**config.mk**
```make
export PLATFORM = sky130hd
export DESIGN_NAME = exe_muldiv_ctrl
export DESIGN_NICKNAME = d
export VERILOG_FILES = /design/src/rtl/exe_muldiv_ctrl_pkg.sv /design/src/rtl/muldiv_step.sv /design/src/rtl/exe_muldiv_ctrl.sv
export SDC_FILE = /design/constraint.sdc
export NUM_CORES = 1
export LEC_CHECK = 0
export ABC_AREA = 1
export BUFFER_PORTS_ARGS = -buffer_cell sky130_fd_sc_hd__buf_2
export CORE_MARGIN = 5
export CORE_UTILIZATION = 33
export CTS_CLUSTER_SIZE = 10
export DETAILED_ROUTE_END_ITERATION = 10
export HOLD_SLACK_MARGIN = 0.02
export PLACE_DENSITY = 0.6
export SETUP_SLACK_MARGIN = 0.05
export SLEW_MARGIN = 20
export SYNTH_ARGS = -nofsm -noshare
export SYNTH_HDL_FRONTEND = slang
export SYNTH_SLANG_ARGS = --single-unit
```
**constraint.sdc**
```tcl
create_clock -name clk -period 3.6 [get_ports clk]
set_clock_uncertainty 0.1 [all_clocks]
set_input_delay 0.36 -clock clk [delete_from_list [all_inputs] [get_ports clk]]
set_output_delay 0.36 -clock clk [all_outputs]
set_load 0.01 [all_outputs]
```
**src/rtl/exe_muldiv_ctrl_pkg.sv**
```systemverilog
// Shared encodings for the execute-stage iterative multiply/divide sequencer.
package exe_muldiv_ctrl_pkg;

  localparam int ITER = 32;

  typedef enum logic [1:0] {
    OP_MUL   = 2'b00,
    OP_MULHU = 2'b01,
    OP_DIVU  = 2'b10,
    OP_REMU  = 2'b11
  } op_e;

  typedef enum logic [1:0] {
    IDLE = 2'b00,
    CALC = 2'b01,
    DONE = 2'b10
  } state_e;

endpackage

```
**src/rtl/muldiv_step.sv**
```systemverilog
// One shift-add multiply or restoring-divide iteration on the packed {hi,lo} / {rem,quot} accumulator.
module muldiv_step #(
  parameter int XLEN = 32
) (
  input  logic                mode_div,
  input  logic [2*XLEN-1:0]   acc_in,
  input  logic [XLEN-1:0]     opnd,
  output logic [2*XLEN-1:0]   acc_out
);

  logic [XLEN-1:0] hi;
  logic [XLEN-1:0] lo;
  logic [XLEN:0]   sum;
  logic [XLEN:0]   rem_sh;
  logic [XLEN-1:0] trial;
  logic            fits;

  always_comb begin
    hi      = acc_in[2*XLEN-1:XLEN];
    lo      = acc_in[XLEN-1:0];
    sum     = {1'b0, hi} + (lo[0] ? {1'b0, opnd} : {(XLEN+1){1'b0}});
    rem_sh  = {hi, lo[XLEN-1]};
    fits    = rem_sh >= {1'b0, opnd};
    // Whenever fits is set the difference is below the divisor, so XLEN bits suffice.
    trial   = rem_sh[XLEN-1:0] - opnd;
    acc_out = {sum, lo[XLEN-1:1]};
    if (mode_div) begin
      if (fits) acc_out = {trial, lo[XLEN-2:0], 1'b1};
      else      acc_out = {rem_sh[XLEN-1:0], lo[XLEN-2:0], 1'b0};
    end
  end

endmodule

```
**src/rtl/exe_muldiv_ctrl.sv**
```systemverilog
// Iterative MUL/MULHU/DIVU/REMU sequencer for the EXE stage; stalls the front end for the
// fixed-length loop and presents a registered result for one cycle.
//
// state | meaning
// IDLE  | waiting for a mul/div op in EXE
// CALC  | one multiply/divide iteration per cycle, ITER cycles
// DONE  | result/rdest valid, done pulse, pipeline released
module exe_muldiv_ctrl
  import exe_muldiv_ctrl_pkg::*;
#(
  parameter int XLEN = 32,
  parameter int ITER = exe_muldiv_ctrl_pkg::ITER
) (
  input  logic            clk,
  input  logic            rst_n,
  input  logic            start,
  input  logic [1:0]      op,
  input  logic [XLEN-1:0] eqa,
  input  logic [XLEN-1:0] eqb,
  input  logic [4:0]      edestReg,
  input  logic            flush,
  output logic            stall,
  output logic            busy,
  output logic            done,
  output logic [XLEN-1:0] result,
  output logic [4:0]      rdest,
  output logic            div_zero
);

  localparam int CNT_W = $clog2(ITER);
  localparam logic [CNT_W-1:0] CNT_LAST = CNT_W'(ITER - 1);

  state_e            state_q, state_d;
  logic [CNT_W-1:0]  cnt_q, cnt_d;
  op_e               op_q, op_d;
  logic [2*XLEN-1:0] acc_q, acc_d;
  logic [XLEN-1:0]   opnd_q, opnd_d;
  logic              bzero_q, bzero_d;
  logic [4:0]        dest_q, dest_d;
  logic              done_q, done_d;
  logic              dz_q, dz_d;
  logic [XLEN-1:0]   result_q, result_d;
  logic [4:0]        rdest_q, rdest_d;
  logic [2*XLEN-1:0] step_out;

  muldiv_step #(.XLEN(XLEN)) u_step (
    .mode_div (op_q[1]),
    .acc_in   (acc_q),
    .opnd     (opnd_q),
    .acc_out  (step_out)
  );

  always_comb begin
    state_d  = state_q;
    cnt_d    = cnt_q;
    op_d     = op_q;
    acc_d    = acc_q;
    opnd_d   = opnd_q;
    bzero_d  = bzero_q;
    dest_d   = dest_q;
    done_d   = 1'b0;
    dz_d     = 1'b0;
    result_d = result_q;
    rdest_d  = rdest_q;

    unique case (state_q)
      IDLE: begin
        if (start) begin
          op_d    = op_e'(op);
          // Multiply seeds lo with the multiplier; divide seeds quot with the dividend.
          acc_d   = op[1] ? {{XLEN{1'b0}}, eqa} : {{XLEN{1'b0}}, eqb};
          opnd_d  = op[1] ? eqb : eqa;
          bzero_d = (eqb == '0);
          dest_d  = edestReg;
          cnt_d   = '0;
          state_d = CALC;
        end
      end
      CALC: begin
        acc_d = step_out;
        cnt_d = cnt_q + 1'b1;
        if (cnt_q == CNT_LAST) begin
          state_d = DONE;
          done_d  = 1'b1;
          dz_d    = op_q[1] & bzero_q;
          rdest_d = dest_q;
          unique case (op_q)
            OP_MUL:   result_d = step_out[XLEN-1:0];
            OP_MULHU: result_d = step_out[2*XLEN-1:XLEN];
            OP_DIVU:  result_d = step_out[XLEN-1:0];
            OP_REMU:  result_d = step_out[2*XLEN-1:XLEN];
            default:  result_d = result_q;
          endcase
        end
      end
      DONE:    state_d = IDLE;
      default: state_d = IDLE;
    endcase

    if (flush) begin
      state_d  = IDLE;
      done_d   = 1'b0;
      dz_d     = 1'b0;
      result_d = result_q;
      rdest_d  = rdest_q;
    end
  end

  always_ff @(posedge clk or negedge rst_n) begin
    if (!rst_n) begin
      state_q  <= IDLE;
      cnt_q    <= '0;
      op_q     <= OP_MUL;
      acc_q    <= '0;
      opnd_q   <= '0;
      bzero_q  <= 1'b0;
      dest_q   <= '0;
      done_q   <= 1'b0;
      dz_q     <= 1'b0;
      result_q <= '0;
      rdest_q  <= '0;
    end else begin
      state_q  <= state_d;
      cnt_q    <= cnt_d;
      op_q     <= op_d;
      acc_q    <= acc_d;
      opnd_q   <= opnd_d;
      bzero_q  <= bzero_d;
      dest_q   <= dest_d;
      done_q   <= done_d;
      dz_q     <= dz_d;
      result_q <= result_d;
      rdest_q  <= rdest_d;
    end
  end

  // stall must cover the acceptance cycle itself, so it cannot wait for the state register.
  assign stall    = rst_n & (((state_q == IDLE) & start & ~flush) | (state_q == CALC));
  assign busy     = (state_q != IDLE);
  assign done     = done_q;
  assign div_zero = dz_q;
  assign result   = result_q;
  assign rdest    = rdest_q;

endmodule

```
; ---- Word-level counts from Yosys, hierarchy flattened
; Index checks and enable logic that the tools add are counted.
[word_totals]
word_cells = 60
reg_bits = 150
out_inout_bits = 41
[classes]
n_lt_le_gt_ge = 1
mux = 20
n_bitwise = 6
n_addsub = 3
eq_ne = 8
reduce_logical = 11
[ops]
columns = cell, count
row1 = $mux W64, 3
row2 = $pmux W64 S2, 1
row3 = $mux W32, 3
row4 = $pmux W32 S2, 1
row5 = $add A32 B33 Y33, 1
row6 = $ge A33 B32 Y1, 1
row7 = $logic_not A32 Y1, 1
row8 = $sub A32 B32 Y32, 1
row9 = $pmux W5 S2, 1
row10 = $mux W1, 6
row11 = $mux W2, 3
row12 = $ne A3 B3 Y1 const B, 2
row13 = $reduce_and A2 Y1, 3
row14 = $add A5 B1 Y5 const B, 1
row15 = $eq A5 B5 Y1 const B, 1
row16 = $mux W5, 1
row17 = $and A1 B1 Y1, 4
row18 = $eq A2 B1 Y1 const B, 2
row19 = $eq A2 B2 Y1 const B, 2
row20 = $logic_not A2 Y1, 2
row21 = $pmux W2 S2, 1
row22 = $reduce_bool A2 Y1, 2
row23 = $reduce_or A2 Y1, 2
row24 = $reduce_and A3 Y1, 1
row25 = 3 further kinds, 3

; ---- Logic depth before layout (Yosys ltp)
[logic_depth]
word_depth = 5
depth_mapped = 22
depth_no_buf = 20

; ---- By module
; A second synthesis with hierarchy kept.
[unflattened]
cells_unflattened = 2104
area_unflattened_um2 = 13151.4
[modules_own_cells]
columns = module, n_inst, cells_each, seq_area_each_um2, area_per_inst_um2
row1 = exe_muldiv_ctrl, 1, 831, 3753.6, 7024.2
row2 = muldiv_step, 1, 1273, 0.0, 6127.1

; ---- Worst setup path before layout
; No wires, ideal clock.
[synth_path]
kind = register to register
from = reg acc_q[0]
to = reg result_q[27], in the netlist result[27]
path_stages_with_launch = 22
path_buffers = 2
setup_slack_ns = 0.937
setup_ns = 0.116
arrival_time_ns = 2.446
required_time_ns = 3.384
cell_sequence = dfrtp_1 -> clkbuf_1 -> clkbuf_1 -> nand2_1 -> inv_1 -> ha_1 -> inv_1 -> fa_1 -> inv_1 -> nand3_1 -> nand2_1 -> nand2_1 -> nand2_1 -> nand2_1 -> nand2_1 -> nand3_1 -> nand2_1 -> nand2_1 -> nand3_1 -> nand3_1 -> nand2_1 -> nand2_1
[synth_between]
elab_chain_len = 4
[synth_rtl]
columns = item, line
row1 = start: declaration, exe_muldiv_ctrl.sv:36  ; logic [2*XLEN-1:0] acc_q, acc_d;
row2 = start signal: assignment, exe_muldiv_ctrl.sv:114  ; acc_q <= '0;
row3 = start signal: assignment, exe_muldiv_ctrl.sv:126  ; acc_q <= acc_d;
row4 = $mux W32, muldiv_step.sv:21  ; sum = {1'b0, hi} + (lo[0] ? {1'b0, opnd} : {(XLEN+1){1'b0}});
row5 = $add A32 B33 Y33, muldiv_step.sv:21
row6 = $mux W64, muldiv_step.sv:27  ; if (mode_div) begin
row7 = $pmux W32 S2, exe_muldiv_ctrl.sv:87  ; unique case (op_q)
row8 = end signal: assignment, exe_muldiv_ctrl.sv:132  ; result_q <= result_d;
row9 = end: declaration, exe_muldiv_ctrl.sv:42  ; logic [XLEN-1:0] result_q, result_d;
; Every way passes these cells.
; A chain may end at the register's enable or synchronous reset.

; ---- Final worst setup path
[layout_path]
from = reg acc_q[0]
to = reg result_q[22], in the netlist result[22]
; Same word-level chain as after synthesis.

==> impl_metrics.py <==
metrics = {
    "floorplanning": {
        "ioPinCount": 116,
        "die_area_um2": 44300,
        "core_um2": 39700,
        "die_w_um": 210,
        "fp.dieH_um": 210,
        "rows": 73,
        "start_util_pct": 33.4,
    },
    "global_route": {
        "grtUsageTotal_pct": 22.9,
        "grt-ovfl-total": 0,
        "grt_pass1_vias": 13800,
        "grt_max_degree": 111,
        "grt_pass1_wl_um": 79500,
        "antenna_found_initial": 0,
    },
    "min_path": {
        "hold_path_class": "input pin to register",
        "min_path_cells": 3,
        "whs_endpoint": "dest_q[4]$_DFFE_PN0P_",
        "holdCritStartpoint": "edestReg[4]",
    },
    "power_and_ir_drop": {
        "switching_share_pct": 50.4,
        "p_seq_share_pct": 23.5,
        "power_density_nw_per_um2": 704,
        "p_int_mw": 5.25,
        "pwr-share-clk_pct": 18.0,
        "ir_drop_v": 0.000408,
        "p_leak_nw": 8.67,
        "switching_power_mw": 5.34,
        "combPwrFrac_pct": 58.6,
    },
    "critical_path": {
        "r2r_start": "acc_q[0]$_DFFE_PN0P_",
        "reg2reg_slack_ns": 0.37,
        "r2r_cells": 16,
        "critical_path.max_fanout": 12,
        "cp.arrival_ns": 3.47,
        "startpoint_type": "register",
        "required_ns": 3.85,
        "r2r_end": "result[22]$_DFFE_PN0P_",
        "worstSetupPathType": "register to register",
        "end_kind": "register",
    },
    "synthesis": {
        "synth_top_family_by_area": "simple AND/OR/NAND/NOR gates",
        "synth_edf_count": 0,
        "netlist_area_um2": 13300,
        "synthArstFlopShare_pct": 100,
        "synth_cell_types": 45,
        "synthMuxAreaShare_pct": 0,
        "syn_avg_cell_area_um2": 6.16,
        "ys_ff_latch": 150,
        "synthSimpleGateAreaFrac_pct": 38.3,
        "ys_seq_area_share_pct": 28.3,
        "synthFlopType": "dfrtp_1",
        "synthAdderAreaFrac_pct": 6.53,
        "synth_compound_area_share_pct": 12.7,
        "synth_xor_area_share_pct": 1.45,
        "synth_cells": 2152,
        "syn_nets": 2295,
        "yosysWarnings": 0,
    },
    "detailed_routing": {
        "drt-total-wl_um": 51100,
        "wl_per_cell_um": 18.4,
        "drt_first_pass_iters": 6,
        "avgViaCountPerCell": 5.13,
        "ant_nets": 0,
        "dr_total_vias": 14200,
        "drt_iter0_drc": 1319,
        "drc": 0,
    },
    "layout": {
        "nNetsFinal": 2377,
        "multi_input_area_um2": 7830,
        "diodes": 0,
        "post-route-util_pct": 37.9,
        "final_area_um2": 15000,
        "final_cells": 2772,
        "syn_to_final_growth_pct": 13.6,
        "seqCellArea_um2": 3760,
        "nFillCells": 4357,
        "drive_gt1_share_pct": 10.8,
    },
    "cts": {
        "cts_setup_buffers": 0,
        "cts_max_level": 4,
        "cts_tree": "yes",
        "clock_sinks": 150,
        "cts.clk_slew.worst_paths_ns": 0.07,
        "clockBufferDepth": 2,
        "cts_root_buf": "clkbuf_16",
        "clkLatencyLatePin_ns": 0.46,
        "cts_buffers": 17,
    },
    "placed_design": {
        "gp_congestion": 0.956,
        "place_area_um2": 14400,
        "port-buffer-count": 115,
        "place_inst": 2733,
        "place_hpwl_um": 39500,
    },
    "sta": {
        "fin_crit_sh_pct": 89.7,
        "finalHoldViolations": 0,
        "slew_headroom_pct": 41.3,
        "min_period_ns": 3.23,
        "max_freq_mhz": 310,
        "rsz0062_at_grt": "false",
        "setup_viol": 0,
        "fin_tns_setup_ns": 0,
        "tightestPinTransition_ns": 0.879,
        "slew_viol_final": 0,
    },
    "run": {
        "maxCapViolCount": 0,
    },
    "run_status": {
        "status": "completed",
    },
}
## area by class of cell
type / instances / area share, %
inverter: 350 / 8.73
clock inverter: 11 / 0.973
timing repair buffer: 144 / 5.85
sequential: 150 / 25.0
multi-input combinational: 1571 / 52.0
tap: 525 / 4.37
clock buffer: 21 / 3.06
## flip-flops by register name, indices dropped and copies added (netlist names)
| name | flops |
|---|---|
| acc_q | 64 |
| result | 32 |
| rdest | 5 |
| op_q | 2 |
| state_q | 2 |
| dest_q | 5 |
| done | 1 |
| bzero_q | 1 |
| opnd_q | 32 |
| div_zero | 1 |
| cnt_q | 5 |
## layout by cell type, fill, tap and decap left out, types with 7 or more instances in the layout
| master | n |
|---|---|
| or2_2 | 9 |
| nor4_1 | 7 |
| nand4_1 | 21 |
| o221ai_1 | 8 |
| xor2_1 | 8 |
| xnor2_1 | 14 |
| o211ai_1 | 16 |
| o21ai_0 | 98 |
| ha_1 | 66 |
| nand3_2 | 28 |
| nor2_2 | 7 |
| a21oi_1 | 80 |
| a32o_1 | 19 |
| buf_2 | 114 |
| inv_2 | 11 |
| nand2_1 | 841 |
| o21ai_1 | 18 |
| dlygate4sd3_1 | 7 |
| a31oi_1 | 21 |
| nand3_1 | 127 |
| nor2_1 | 113 |
| clkbuf_16 | 17 |
| dfrtp_1 | 148 |
| buf_4 | 17 |
| inv_1 | 336 |
| nand3b_1 | 9 |
| nor3_1 | 14 |
| nand2_2 | 10 |
## power by group through the flow
stage | clock [mW] | sequential [mW] | combinational [mW]
detailed placement | 0 | 2.50 | 6.07
finish | 1.90 | 2.48 | 6.20
global route | 1.99 | 2.52 | 6.90
global placement | 0 | 2.49 | 6.09
floorplan | 0 | 2.25 | 4.46
CTS | 1.94 | 2.47 | 6.12
## worst max-delay path, stage by stage (launching register included)
cell,delay (ns)
dfrtp_2,0.51
buf_4,0.23
nand2_1,0.11
inv_1,0.06
ha_1,0.36
a21oi_1,0.22
nand2_1,0.22
nand2_1,0.11
nand3_1,0.16
nand2_1,0.11
nand2_1,0.14
nand2_1,0.15
nand3b_1,0.09
nand3_1,0.17
nand3_1,0.19
nand2_1,0.14
nand2_1,0.05
## per-layer routing
metal,wire length (um),part of all wire [%],up-vias,GRT usage [%]
li1,-,-,6966,-
met1,23600,46,6655,32.5
met2,22900,45,527,36.4
met3,3490,6.8,75,3.97
met4,1170,2.3,0,5.77
met5,0,0,-,0
## timing repair
action	4_1_cts	5_1_grt
resized for setup	0	1
hold buffers	7	0
endpoints found under the setup margin	0	6
hold endpoints to repair	46	0
## Yosys cell counts (21+ instances only)
library cell  count  area, um2
a21oi_1          80        400
a31oi_1          21        131
clkbuf_1         55        206
dfrtp_1         150       3750
ha_1             66        826
inv_1           337       1260
nand2_1         841       3160
nand3_1         127        636
nand3_2          28        280
nand4_1          21        131
nor2_1          115        432
o21ai_0          98        490
## cells by family after synthesis
| kind of cell | Yosys count |
|---|---|
| buffers and inverters | 431 |
| AO/OA/AOI/OAI | 283 |
| flip-flops | 150 |
| adder cells (fa/ha/maj) | 68 |
| XOR/XNOR | 22 |
| AND/OR/NAND/NOR | 1198 |
## metrics by stage
step	hold slack, ns	setup slack, ns	power, mW
2_1_floorplan	-0.0356	0.937	6.71
3_3_place_gp	0.221	0.386	8.58
3_5_place_dp	0.222	0.320	8.56
4_1_cts	0.0352	0.296	10.5
5_1_grt	0.0765	0.116	11.4
6_report	0.0582	0.372	10.6
## worst max path at each step
stage	endpoint	start	cells after the start
6_report	result[22]$_DFFE_PN0P_	acc_q[0]$_DFFE_PN0P_	16
5_1_grt	result[23]$_DFFE_PN0P_	acc_q[0]$_DFFE_PN0P_	19
4_1_cts	result[22]$_DFFE_PN0P_	acc_q[0]$_DFFE_PN0P_	16
3_5_place_dp	result[22]$_DFFE_PN0P_	acc_q[0]$_DFFE_PN0P_	16
3_3_place_gp	result[22]$_DFFE_PN0P_	acc_q[0]$_DFFE_PN0P_	16
2_1_floorplan	result[27]$_DFFE_PN0P_	acc_q[0]$_DFFE_PN0P_	21
No activity file was read; power rests on OpenSTA's default activity.
